**src/rtl/cf_rand_gen.sv**
```systemverilog
// Fresh-mask source for the masked SKINNY S-box CF stage: a seeded 64-bit LFSR
// advanced 22 steps per clock, gated by a seed/warm-up/run controller.
module cf_rand_gen #(
  parameter int          WARMUP_CYC = 128,
  parameter int          CNT_W      = 8,
  parameter logic [63:0] ZERO_SUB   = 64'h1
) (
  input  logic        clk,
  input  logic        rst_n,
  input  logic        seed_vld,
  input  logic [63:0] seed,
  input  logic        en,
  output logic        valid,
  output logic [5:0]  r1,
  output logic [5:0]  r2,
  output logic [1:0]  rc0,
  output logic [1:0]  rc1,
  output logic [1:0]  rc2,
  output logic [1:0]  kl,
  output logic [1:0]  mn
);

  typedef enum logic [1:0] {IDLE, WARM, RUN} state_t;

  localparam logic [CNT_W-1:0] LAST_CNT = CNT_W'(WARMUP_CYC - 1);

  state_t             r_state, w_state_nxt;
  logic [63:0]        r_s, w_s_nxt, w_s_adv;
  logic [CNT_W-1:0]   r_cnt, w_cnt_nxt;
  logic [21:0]        w_mask;

  function automatic logic [63:0] lfsr_adv(input logic [63:0] s_in);
    logic [63:0] s;
    logic        fb;
    s = s_in;
    for (int i = 0; i < 22; i++) begin
      fb = s[63] ^ s[62] ^ s[60] ^ s[59];
      s  = {s[62:0], fb};
    end
    return s;
  endfunction

  assign w_s_adv = lfsr_adv(r_s);

  always_ff @(posedge clk or negedge rst_n) begin
    if (!rst_n) begin
      r_state <= IDLE;
      r_s     <= 64'h0;
      r_cnt   <= '0;
    end else begin
      r_state <= w_state_nxt;
      r_s     <= w_s_nxt;
      r_cnt   <= w_cnt_nxt;
    end
  end

  // A seed load overrides everything, including a concurrent en in RUN.
  always_comb begin
    w_state_nxt = r_state;
    w_s_nxt     = r_s;
    w_cnt_nxt   = r_cnt;
    if (seed_vld) begin
      w_s_nxt     = (seed == 64'h0) ? ZERO_SUB : seed;
      w_cnt_nxt   = '0;
      w_state_nxt = WARM;
    end else begin
      unique case (r_state)
        IDLE: ;
        WARM: begin
          w_s_nxt   = w_s_adv;
          w_cnt_nxt = r_cnt + 1'b1;
          if (r_cnt == LAST_CNT) w_state_nxt = RUN;
        end
        RUN: if (en) w_s_nxt = w_s_adv;
        default: w_state_nxt = IDLE;
      endcase
    end
  end

  assign valid  = (r_state == RUN);
  assign w_mask = r_s[21:0] & {22{valid}};

  assign r1  = w_mask[5:0];
  assign r2  = w_mask[11:6];
  assign rc0 = w_mask[13:12];
  assign rc1 = w_mask[15:14];
  assign rc2 = w_mask[17:16];
  assign kl  = w_mask[19:18];
  assign mn  = w_mask[21:20];

endmodule
```
**config.mk**
```make
export PLATFORM = sky130hd
export DESIGN_NAME = cf_rand_gen
export DESIGN_NICKNAME = d
export VERILOG_FILES = /design/src/rtl/cf_rand_gen.sv
export SDC_FILE = /design/constraint.sdc
export NUM_CORES = 1
export LEC_CHECK = 0
export CAP_MARGIN = 20
export CORE_MARGIN = 1
export CORE_UTILIZATION = 46
export DETAILED_ROUTE_END_ITERATION = 10
export HOLD_SLACK_MARGIN = 0.05
export PLACE_DENSITY = 0.77
export RECOVER_POWER = 50
export SKIP_CTS_REPAIR_TIMING = 1
export SLEW_MARGIN = 30
export SYNTH_ARGS = -nofsm -noshare
export SYNTH_HDL_FRONTEND = slang
export SYNTH_SLANG_ARGS = --single-unit
```
**constraint.sdc**
```tcl
create_clock -name clk -period 1.62 [get_ports clk]
set_input_delay 0.162 -clock clk [delete_from_list [all_inputs] [get_ports clk]]
set_output_delay 0.162 -clock clk [all_outputs]
set_load 0.005 [all_outputs]
```
==> results.ini, run 1 <==
[hold_path]
hold-path-cell-count = 3
hp-start = seed[36]
hold_path.class = in -> reg

[die]
rows = 34
start_util = 0.477
core_mm2 = 0.00872
fp.dieW_um = 97.1
dieHeight_um = 97.1
ios = 91
die-area_mm2 = 0.00942

[yosys]
ys_types = 31
synthArstFlopShare = 1.00
ys_seq_area_frac = 0.446
synth_top_area_cell = dfrtp_1
synth_top_area_share = 0.446
synth_edf_count = 0
yosys-top-cells-count = 74 x dfrtp_1, 66 x nand2_1, 62 x o21ai_0
synth_area_mm2 = 0.00416
syn_nets = 496
synth_ff_type = dfrtp_1
yosysMostFrequentCell = dfrtp_1
syn_area_per_cell_um2 = 9.73
postSynthCellCount = 427
ys_warn_count = 0
synth_seq_cells = 74
synth.area.top_cells = dfrtp_1 45%, mux2i_1 15%, xnor2_1 9.7%, o21ai_0 7.5%, nand2_1 6.0%

[timing]
hold_ws_ps = 176
maxSlewViolCount = 0
fmax_mhz = 535
hold_viol = 0
layout_setup_ws_ps = -248
skew_ps = 12.8
tightest_slew_ps = 1030
fin_crit_sh = 1.15
finalSetupViolCount = 87
layout_min_cycle_time_ps = 1870
slew_headroom = 0.313
rsz0062_at_grt = yes

[power]
cell_internal_pwr_w = 0.00405
p_seq_frac = 0.460
p_total_w = 0.00637
swShare = 0.363
leakage_nw = 3.07
p_comb_frac = 0.312
p_switching_w = 0.00231
power_density_mw_per_mm2 = 932
clockPowerShare = 0.227
vdd_ir_drop_max_mv = 0.498

[placement]
dp_hpwl_um = 8070
portBuffers = 90
dp_cells = 655
gp_congestion = 0.816
dpl_cell_area_mm2 = 0.00558

[worst_setup_path]
cp-start-kind = flip-flop
r2r_cells = 8
endpoint_kind = flip-flop
crit_path_start = r_state[1]$_DFFE_PN0P_
required_ps = 1880
cp.arrival_ps = 2130
regToRegStartpoint = r_state[1]$_DFFE_PN0P_
path_class = reg -> reg
critPathMaxFanout = 8

[route]
vias_per_cell = 5.84
wl_per_cell_um = 21.9
dr_total_vias = 4159
drt_first_pass_iters = 5
drc = 0
drt_iter0_markers = 334
routed_wl_um = 15600
detail-route-antenna-nets = 0

[layout]
drive_gt1_frac = 0.391
fin_area_mm2 = 0.00683
instances_no_fill = 712
nets = 669
diodes = 0
area_delta_synth_final_pct = 64.4

[status]
status = finished, violations left
failed_checks = setup timing

[global_route]
grt_pass1_wl_um = 17500
grt-ovfl-total = 0
grt_max_degree = 75
grtUsageTotal = 0.236
grt_pass1_vias = 3546
antenna_found_initial = 0

[clock_tree]
cts_buffers = 9
cts_tree = yes
clock_latency_ps = 370
cts_max_level = 3
cts_max_path_buffers = 2
root_buffer = clkbuf_8
cts.clk_slew.worst_paths_ps = 90
cts_sinks = 74

[flow_run]
drv_cap = 0

[power by group through the flow]
stage	clock (W)	sequential, W	combinational, W
global placement	0	0.00277	0.00164
global route	0.00153	0.00296	0.00214
CTS	0.00140	0.00277	0.00171
finish	0.00145	0.00293	0.00199
detailed placement	0	0.00280	0.00169
floorplan	0	0.00263	0.00116
[cells by family (layout without fill, tap and decap cells)]
kind of cell | after synthesis | after routing | share of synthesized area
xor gates and xnor gates | 61 | 61 | 0.129
adders and majority gates | 1 | 1 | 0.00301
DFF | 74 | 74 | 0.446
muxes | 61 | 61 | 0.147
buffers and inverters | 27 | 204 | 0.0301
AOI/OAI and AO/OA | 70 | 70 | 0.0909
and+or+nand+nor | 133 | 133 | 0.155
[worst max-delay path, cell delays in order (launching register included)]
cell and delay (ps):
dfrtp_1 400, and2b_4 190, buf_6 110, buf_6 110, a211oi_4 240, buf_6 190, buf_12 170, nor2_4 40
a221oi_2 310
[cell usage in the layout, fill, tap and decap left out, types with 2 or more instances in the layout]
master	n
dfrtp_1	74
mux2i_1	61
clkdlybuf4s50_1	56
buf_4	50
xnor2_1	46
nand2_2	29
o21ai_2	28
o21ai_1	25
nand2_1	24
buf_6	19
clkbuf_16	18
clkbuf_2	18
xor2_1	15
nand2_4	13
and2_4	11
and2_1	11
nor2_1	11
o21ai_0	9
nor4_2	9
clkbuf_8	9
dlymetal6s2s_1	9
nand4_1	7
nor4_1	6
buf_8	6
buf_12	5
clkinv_2	4
buf_2	3
nor2b_1	2
a211oi_2	2
a21o_1	2
a21oi_1	2
buf_16	2
[sequential cells by signal, indices dropped and copies added (netlist names)]
name     cells
r_cnt        8
r_state      2
r_s         64
[per-layer routing]
layer	vias to the layer above	part of all wire	GRT usage
met2	272	0.50	0.381
li1	1810	-	-
met4	0	0.032	0.0700
met3	50	0.075	0.0525
met5	-	0	0
met1	2027	0.40	0.317
[area by class of cell]
class                      count  area [um^2]
clock inverter                 6         58.8
clock buffer                   9          124
fill                         490         1890
tap                          108          135
timing repair buffer         188         2080
inverter                       1         3.75
multi-input combinational    326         2580
sequential                    74         1850
[per-stage QoR]
step | TNS, ps | setup slack, ps | utilization
3_3_place_gp | -535 | -535 | 0.639
3_5_place_dp | -803 | -598 | 0.639
2_1_floorplan | 0 | 83.6 | -
5_1_grt | -15940 | -308 | 0.784
6_report | -12150 | -248 | 0.784
4_1_cts | -9690 | -356 | 0.660
[worst paths after layout]
| kind | to | slack (ps) |
|---|---|---|
| max | r_s[0]$_DFFE_PN0P_ | -250 |
| min | r_s[36]$_DFFE_PN0P_ | 180 |
| max reg2reg | r_s[0]$_DFFE_PN0P_ | -250 |
| min reg2reg | r_s[37]$_DFFE_PN0P_ | 480 |
| max in group asynchronous | r_s[14]$_DFFE_PN0P_ | 340 |
| min in group asynchronous | r_s[56]$_DFFE_PN0P_ | 610 |
Note: power is estimated with default switching activity, not from simulation.
==> run 2, diff against run 1 <==
GPL_ROUTABILITY_DRIVEN = 0   (was not set)
PLACE_DENSITY = 0.82   (was 0.77)
==> results.ini, run 2 (synthesized netlist as in run 1, its figures left out) <==
[global_route]
grt_pass1_wl_um = 18000  ; +2.6%
grtUsageTotal = 0.244  ; +0.00783
antenna_found_initial = 0  ; unchanged
grt_max_degree = 75  ; unchanged
grt_pass1_vias = 3721  ; +4.9%
grt-ovfl-total = 0  ; unchanged

[power]
power_density_mw_per_mm2 = 964  ; +3.4%
swShare = 0.350  ; -0.0130
p_switching_w = 0.00218  ; -5.9%
leakage_nw = 2.81  ; -8.4%
cell_internal_pwr_w = 0.00404  ; -0.39%
p_comb_frac = 0.304  ; -0.008
vdd_ir_drop_max_mv = 0.510  ; +2.3%
clockPowerShare = 0.232  ; +0.005
p_seq_frac = 0.464  ; +0.004

[timing]
rsz0062_at_grt = yes
fin_crit_sh = 1.15  ; -0.00533
layout_min_cycle_time_ps = 1860  ; -8.64 ps
maxSlewViolCount = 0  ; unchanged
fmax_mhz = 538  ; +0.46%
finalSetupViolCount = 87  ; unchanged
tightest_slew_ps = 1030  ; -2.77 ps
layout_setup_ws_ps = -240  ; +8.64 ps
hold_ws_ps = 232  ; +56.0 ps
skew_ps = 11.5  ; -1.35 ps
slew_headroom = 0.315  ; +0.00185
hold_viol = 0  ; unchanged

[placement]
dp_hpwl_um = 8350  ; +3.4%
portBuffers = 90  ; unchanged
pre_cts_slack_ps = -521  ; +77.3 ps

[die]
start_util = 0.477  ; unchanged
die-area_mm2 = 0.00942  ; unchanged
rows = 34  ; unchanged
fp.dieW_um = 97.1  ; unchanged
dieHeight_um = 97.1  ; unchanged
core_mm2 = 0.00872  ; unchanged
ios = 91  ; unchanged

[layout]
drive_gt1_frac = 0.318  ; -0.0731
reg.largest.list = r_s: 64 flops, r_cnt: 8 flops, r_state: 2 flops
final_cell_mix = 74 x dfrtp_1, 63 x clkdlybuf4s50_1, 61 x mux2i_1
area_delta_synth_final_pct = 55.1
largest_reg_flops = 64  ; unchanged
nets = 659  ; -1.5%
diodes = 0  ; unchanged
layout_commonest_cell = dfrtp_1
fin_util = 0.739  ; -0.0440
regMostFlops = r_s

[worst_setup_path]
path_class = reg -> reg
cp-start-kind = flip-flop
critPathMaxFanout = 7  ; -1
endpoint_kind = flip-flop
cp.arrival_ps = 2160  ; +30 ps
required_ps = 1920  ; +40 ps

[route]
drc = 0  ; unchanged
vias_per_cell = 5.76  ; -1.4%
detail-route-antenna-nets = 0  ; unchanged
drt_iter0_markers = 249  ; -25%
dr_total_vias = 4050  ; -2.6%
wl_per_cell_um = 20.1  ; -8.3%
drt_first_pass_iters = 4  ; -1
routed_wl_um = 14100  ; -9.4%

[clock_tree]
cts_buffers = 9  ; unchanged
cts_tree = yes
cts.clk_slew.worst_paths_ps = 80  ; about the same
cts_max_path_buffers = 2  ; unchanged
cts_max_level = 3  ; unchanged
clock_latency_ps = 370  ; about the same
cts_sinks = 74  ; unchanged
root_buffer = clkbuf_8

[flow_run]
drv_cap = 0  ; unchanged

[status]
status = finished, violations left
failed_checks = setup timing

[hold_path]
hold_path.class = in -> reg

## run 2: cell count changes in the layout (fill, tap and decap cells not counted), sizes merged
| cell | change |
|---|---|
| clkbuf | -16 |
| buf | +8 |
| clkdlybuf4s50 | +7 |
| dlymetal6s2s | -7 |
| clkinv | -3 |
| clkinvlp | +2 |
## run 2: path summary, 6_finish.rpt
kind                            depth (start not counted)                    from  slack, ps                     end
max in group asynchronous                               3                   rst_n        360     r_s[56]$_DFFE_PN0P_
worst min-delay path                                    3                seed_vld        230  r_state[0]$_DFFE_PN0P_
worst max-delay path                                    9  r_state[0]$_DFFE_PN0P_       -240     r_s[19]$_DFFE_PN0P_
worst min register to register                          2     r_s[33]$_DFFE_PN0P_        500     r_s[33]$_DFFE_PN0P_
worst max register to register                          9  r_state[0]$_DFFE_PN0P_       -240     r_s[19]$_DFFE_PN0P_
min in group asynchronous                               3                   rst_n        610     r_s[59]$_DFFE_PN0P_
## run 2: critical path: stages (launching register included)
cell	delay [ps]
dfrtp_1	390
and2b_4	280
buf_6	110
buf_6	100
a211oi_4	50
buf_6	140
buf_12	140
buf_4	140
a211oi_1	270
a21o_1	150
## run 2: metrics by stage
stage,power [W],TNS (ps),instances,area (um^2)
6_report,0.00622,-8980,703,6450
5_1_grt,0.00648,-12830,703,6450
4_1_cts,0.00589,-9520,676,5800
3_5_place_dp,0.00449,-1240,660,5610
3_3_place_gp,0.00440,-501,660,5610
2_1_floorplan,0.00380,0,427,4160
## run 2: power by group through the flow
stage                     Sequential (W)  Clock (W)  Combinational (W)
after floorplan                  0.00263          0            0.00116
after global placement           0.00278          0            0.00162
after detailed placement         0.00280          0            0.00169
after CTS                        0.00277    0.00141            0.00171
after global routing             0.00292    0.00152            0.00205
final                            0.00288    0.00144            0.00189
## run 2: metal layers
| metal | GRT usage | vias to the layer above | share of wire |
|---|---|---|---|
| li1 | - | 1794 | - |
| met1 | 0.307 | 2005 | 0.39 |
| met2 | 0.408 | 195 | 0.50 |
| met3 | 0.0403 | 56 | 0.069 |
| met4 | 0.116 | 0 | 0.046 |
| met5 | 0 | - | 0 |
## run 2: cell type report
type | count | area [um^2]
Multi-Input combinational cell | 326 | 2410
Clock buffer | 11 | 131
Sequential cell | 74 | 1850
Inverter | 1 | 3.75
Fill cell | 512 | 2270
Tap cell | 108 | 135
Timing Repair Buffer | 178 | 1860
Clock inverter | 5 | 55.1
==> RTL edit 1: new RTL, settings of run 2 <==
Change the parameter `CNT_W` from 8 to 6.
--- a/src/rtl/cf_rand_gen.sv
+++ b/src/rtl/cf_rand_gen.sv
@@ -2,7 +2,7 @@
 // advanced 22 steps per clock, gated by a seed/warm-up/run controller.
 module cf_rand_gen #(
   parameter int          WARMUP_CYC = 128,
-  parameter int          CNT_W      = 8,
+  parameter int          CNT_W      = 6,
   parameter logic [63:0] ZERO_SUB   = 64'h1
 ) (
   input  logic        clk,
Behaviour: no difference found for any inputs over 10 cycles, from zero or initial values and one cycle with rst_n low; that may be too few to reach the edited logic, so the function may still have changed.
==> RTL edit 1 against run 2 <==
  * The run still ends with negative setup slack left
  * Routed wire length shrank 11%
  * Via count is 7.2% lower
  * Design area is 7.2% lower
  * Utilization down 2.2 points
  * Power shrank 0.82%
  * Die area fell by 2.8%
  * Sequential share of layout area rose by 1.4 points
  * Worst hold slack better by 0.065 ns
  * Sequential cell count down 2
  * Synthesized area decreased by 2.9%
  * Worst setup slack got worse by 0.0012 ns
==> RTL edit 1: results (changes against run 2) <==
- The wire length on met1 is 5270 µm (-3.1%).
- For hold timing, the worst endpoint is r_s[36].
- The portion of the post-synthesis area used by sequential elements is 44.6% (+0.072 points).
- The global-route wire length before repair is 17,900 µm (-0.46%).
- The worst-case setup margin in the final layout is -0.241 ns (-0.00117 ns).
- The instance area after placement is 5530 µm² (-1.5%).
- The average wire per cell in the routed design is 18.5 µm (-7.7%).
- The final setup skew is 0.00786 ns (-0.00359 ns).
- The checks that failed: negative setup slack.
- The number of setup violations in the final report is 78 (-10%).
- The worst-skew pair later-pin latency is 0.35 ns (-0.02 ns).
- The static leakage power is 0.00265 µW (-5.5%).
- The maximum number of pins on one net before global-route repair came to 43 (-43%).
- The flow ran to the end, but the final reports show violations.
- The total iterations of the first detailed-routing run is 5 (+1).
- In the final layout, the registers with the most flip-flops are r_s: 64 flops, r_cnt: 6 flops, r_state: 2 flops.
- The post-synthesis cell count is 412 (-3.5%).
- The number of global-route vias before repair is 3,612 (-2.9%).
- The synthesized netlist net count came to 481 (-3.0%).
- The number of distinct library cells after synthesis is 26 (-16%).
- The destination of the worst register-to-register timing path is r_s[0].
- By count the netlist is led by dfrtp_1, nand2_1, mux2i_1, o21ai_0, xnor2_1.
- The fraction of layout instances using a drive strength above 1 is 25.6% (-6.2 points).
- The met1 layer usage reported by global route is 34.5% (+3.8 points).
- The number of standard cells in the final layout excluding fillers is 680 (-3.3%).
- In this run the critical register-to-register path is launched from r_state[1].
- The worst slack at placement came to -0.645 ns (-0.124 ns).
==> RTL edit 1: cells by family after synthesis <==
| family | Yosys count | share of synthesized area, % |
|---|---|---|
| compound gates | 74 | 10.6 |
| xor+xnor | 56 | 12.1 |
| fa+ha+maj | 1 | 0.310 |
| buf+inv | 27 | 3.22 |
| flops | 72 | 44.6 |
| mux | 57 | 14.1 |
| simple gates | 125 | 14.9 |
==> RTL edit 1: final cells by class <==
type                            instances  area share (%)
Multi-Input combinational cell        313            37.1
Sequential cell                        72            30.1
Timing Repair Buffer                  174            26.8
Clock buffer                           12            2.59
Tap cell                              105            2.20
Clock inverter                          3            1.09
Inverter                                1          0.0627
==> RTL edit 1: worst min-delay path: cells and delay by family <==
family	cells	cell delay (ns)
multiplexers	1	0.18
buffers and inverters	1	0.18
AO/OA/AOI/OAI	1	0.09
==> RTL edit 1: report_power, final <==
part	total [µW]	internal [µW]	switching, µW
Sequential	2700	2240	459
Combinational	1850	976	871
Clock	1620	942	679
==> RTL edit 2: new RTL, config.mk and constraints of run 2 <==
Made on the original files. Register the outputs `r1`, `r2`, `rc0`, `rc1`, `rc2`, `kl` and `mn`, with the module's reset; this adds one clock of latency there. The other outputs are not delayed to match.
--- a/src/rtl/cf_rand_gen.sv
+++ b/src/rtl/cf_rand_gen.sv
@@ -80,12 +80,24 @@
   assign valid  = (r_state == RUN);
   assign w_mask = r_s[21:0] & {22{valid}};
 
-  assign r1  = w_mask[5:0];
-  assign r2  = w_mask[11:6];
-  assign rc0 = w_mask[13:12];
-  assign rc1 = w_mask[15:14];
-  assign rc2 = w_mask[17:16];
-  assign kl  = w_mask[19:18];
-  assign mn  = w_mask[21:20];
+  always_ff @(posedge clk or negedge rst_n) begin
+    if (!rst_n) begin
+      r1  <= '0;
+      r2  <= '0;
+      rc0 <= '0;
+      rc1 <= '0;
+      rc2 <= '0;
+      kl  <= '0;
+      mn  <= '0;
+    end else begin
+      r1  <= w_mask[5:0];
+      r2  <= w_mask[11:6];
+      rc0 <= w_mask[13:12];
+      rc1 <= w_mask[15:14];
+      rc2 <= w_mask[17:16];
+      kl  <= w_mask[19:18];
+      mn  <= w_mask[21:20];
+    end
+  end
 
 endmodule
Function: no difference found for any inputs over 10 cycles, from zero or initial values and one cycle with rst_n low; that may be too few to reach the edited logic, so the function may still have changed.
==> RTL edit 2 against run 2 <==
  * Sequential share of layout area is 7.7 points higher
  * Sequential cell count rose by 22
  * Critical path depth fell by 3
  * Critical endpoint is now r_s[41]
  * Power rose by 7.9%
  * The flow still finishes with violations (negative setup slack)
  * Synthesized area rose by 13%
  * Routed wire length is 7.7% lower
  * Design area grew 2.2%
  * Worst setup slack gained 0.22 ns
  * Largest power group unchanged
==> RTL edit 2: results (changes against run 2) <==
- The flow ran to the end, but the final reports show violations.
- The final reports fail on negative setup slack.
- The fraction of layout instances using a drive strength above 1 is 16.8% (-15 points).
- The synthesized netlist net count is 514 (+3.6%).
- After synthesis, the cell types taking the most area are dfrtp_1, mux2i_1, xnor2_1.
- The arrival time at the worst endpoint was 1.86 ns (-0.30 ns).
- The overall global routing resource usage was 24.5% (+0.16 points).
- The reported sequential group power came to 3280 µW (+14%).
- The global-route wire length before repair was 19,300 µm (+7.1%).
- The met1 layer usage reported by global route is 31.0% (+0.22 points).
- The commonest cells after synthesis are dfrtp_1, nand2_1, o21ai_0, mux2i_1, xnor2_1.
- The cell depth of the worst flop-to-flop path was 6 (-3).
- The power per unit of standard cell area is 1020 nW/µm² (+5.6%).
- The destination of the worst register-to-register timing path is r_s[41].
- In the final layout, the registers with the most flip-flops are r_s: 64 flops, r_cnt: 8 flops.
- The instance area after placement came to 6120 µm² (+9.0%).
- The detailed-route wire length is 13,000 µm (-7.7%).
- The clock distribution power is 1660 µW (+15%).
- The number of setup violations in the final report is 2 (-98%).
- The wire length on met1 is 5300 µm (-2.4%).
- The actual transition at the worst max-transition pin is 0.815 ns (-0.212 ns).
- The routing usage on met3 is 4.54% (+0.51 points).
- The routing usage on met2 is 41.2% (+0.44 points).
- The fraction of power spent switching nets is 31.9% (-3.1 points).
- The HPWL reported at the end of detailed placement is 8910 µm (+6.7%).
- The total iterations of the first detailed-routing run is 5 (+1).
- The maximum number of pins on one net before global-route repair is 51 (-32%).
- The maximum fanout encountered on the critical timing path is 18 (+11).
- The worst-case setup margin in the final layout is -0.0175 ns (+0.222 ns).
- The setup total negative slack is -0.0182 ns (+8.96 ns).
- The via count came to 3,938 (-2.8%).
- The maximum vdd ir drop came to 0.514 mV (+0.78%).
- The worst register-to-register path begins at r_state[1].
- The starting DRC count in detailed routing is 204 (-18%).
RTL edit 2: metrics by stage:
step	utilization [%]	worst slack (ns)	hold WS, ns	std cells
final	67.1	-0.0175	0.152	721
after global routing	67.1	-0.0750	0.172	721
after CTS	64.4	-0.343	-0.276	712
after detailed placement	62.3	-0.641	0.130	697
after global placement	62.3	-0.566	0.118	697
after floorplan	-	0.0919	-0.134	445
RTL edit 2: cell type report:
| type | instances | area [µm²] |
|---|---|---|
| fill | 740 | 3230 |
| sequential | 96 | 2400 |
| multi-input combinational | 322 | 2250 |
| timing repair buffer | 154 | 1560 |
| tap | 133 | 166 |
| clock buffer | 11 | 151 |
| clock inverter | 4 | 51.3 |
| inverter | 1 | 3.75 |
RTL edit 2: worst reg2reg max path, delay by kind of cell (launching register included):
| kind | cells | cell delay [ns] |
|---|---|---|
| buffers and inverters | 3 | 0.44 |
| AO/OA/AOI/OAI | 2 | 0.41 |
| flip-flops | 1 | 0.40 |
| AND/OR/NAND/NOR | 1 | 0.23 |
RTL edit 2: logic make-up after synthesis:
family,count (synthesis),synth area share [%]
AND/OR/NAND/NOR,132,13.6
flip-flops,96,51.4
AO/OA/AOI/OAI,79,9.95
XOR/XNOR,56,10.5
multiplexers,54,11.6
buffers and inverters,27,2.78
adder cells (fa/ha/maj),1,0.267
RTL edit 2: how the worst max path moves through the flow:
stage	slack, ns	start	depth (start not counted)	endpoint
2_1_floorplan	0.09	r_state[0]	7	r_s[0]
3_3_place_gp	-0.57	seed[4]	5	r_s[0]
3_5_place_dp	-0.64	seed[4]	5	r_s[0]
4_1_cts	-0.34	r_state[0]	3	valid
5_1_grt	-0.08	seed[31]	6	r_s[0]
6_report	-0.02	r_state[1]	6	r_s[41]
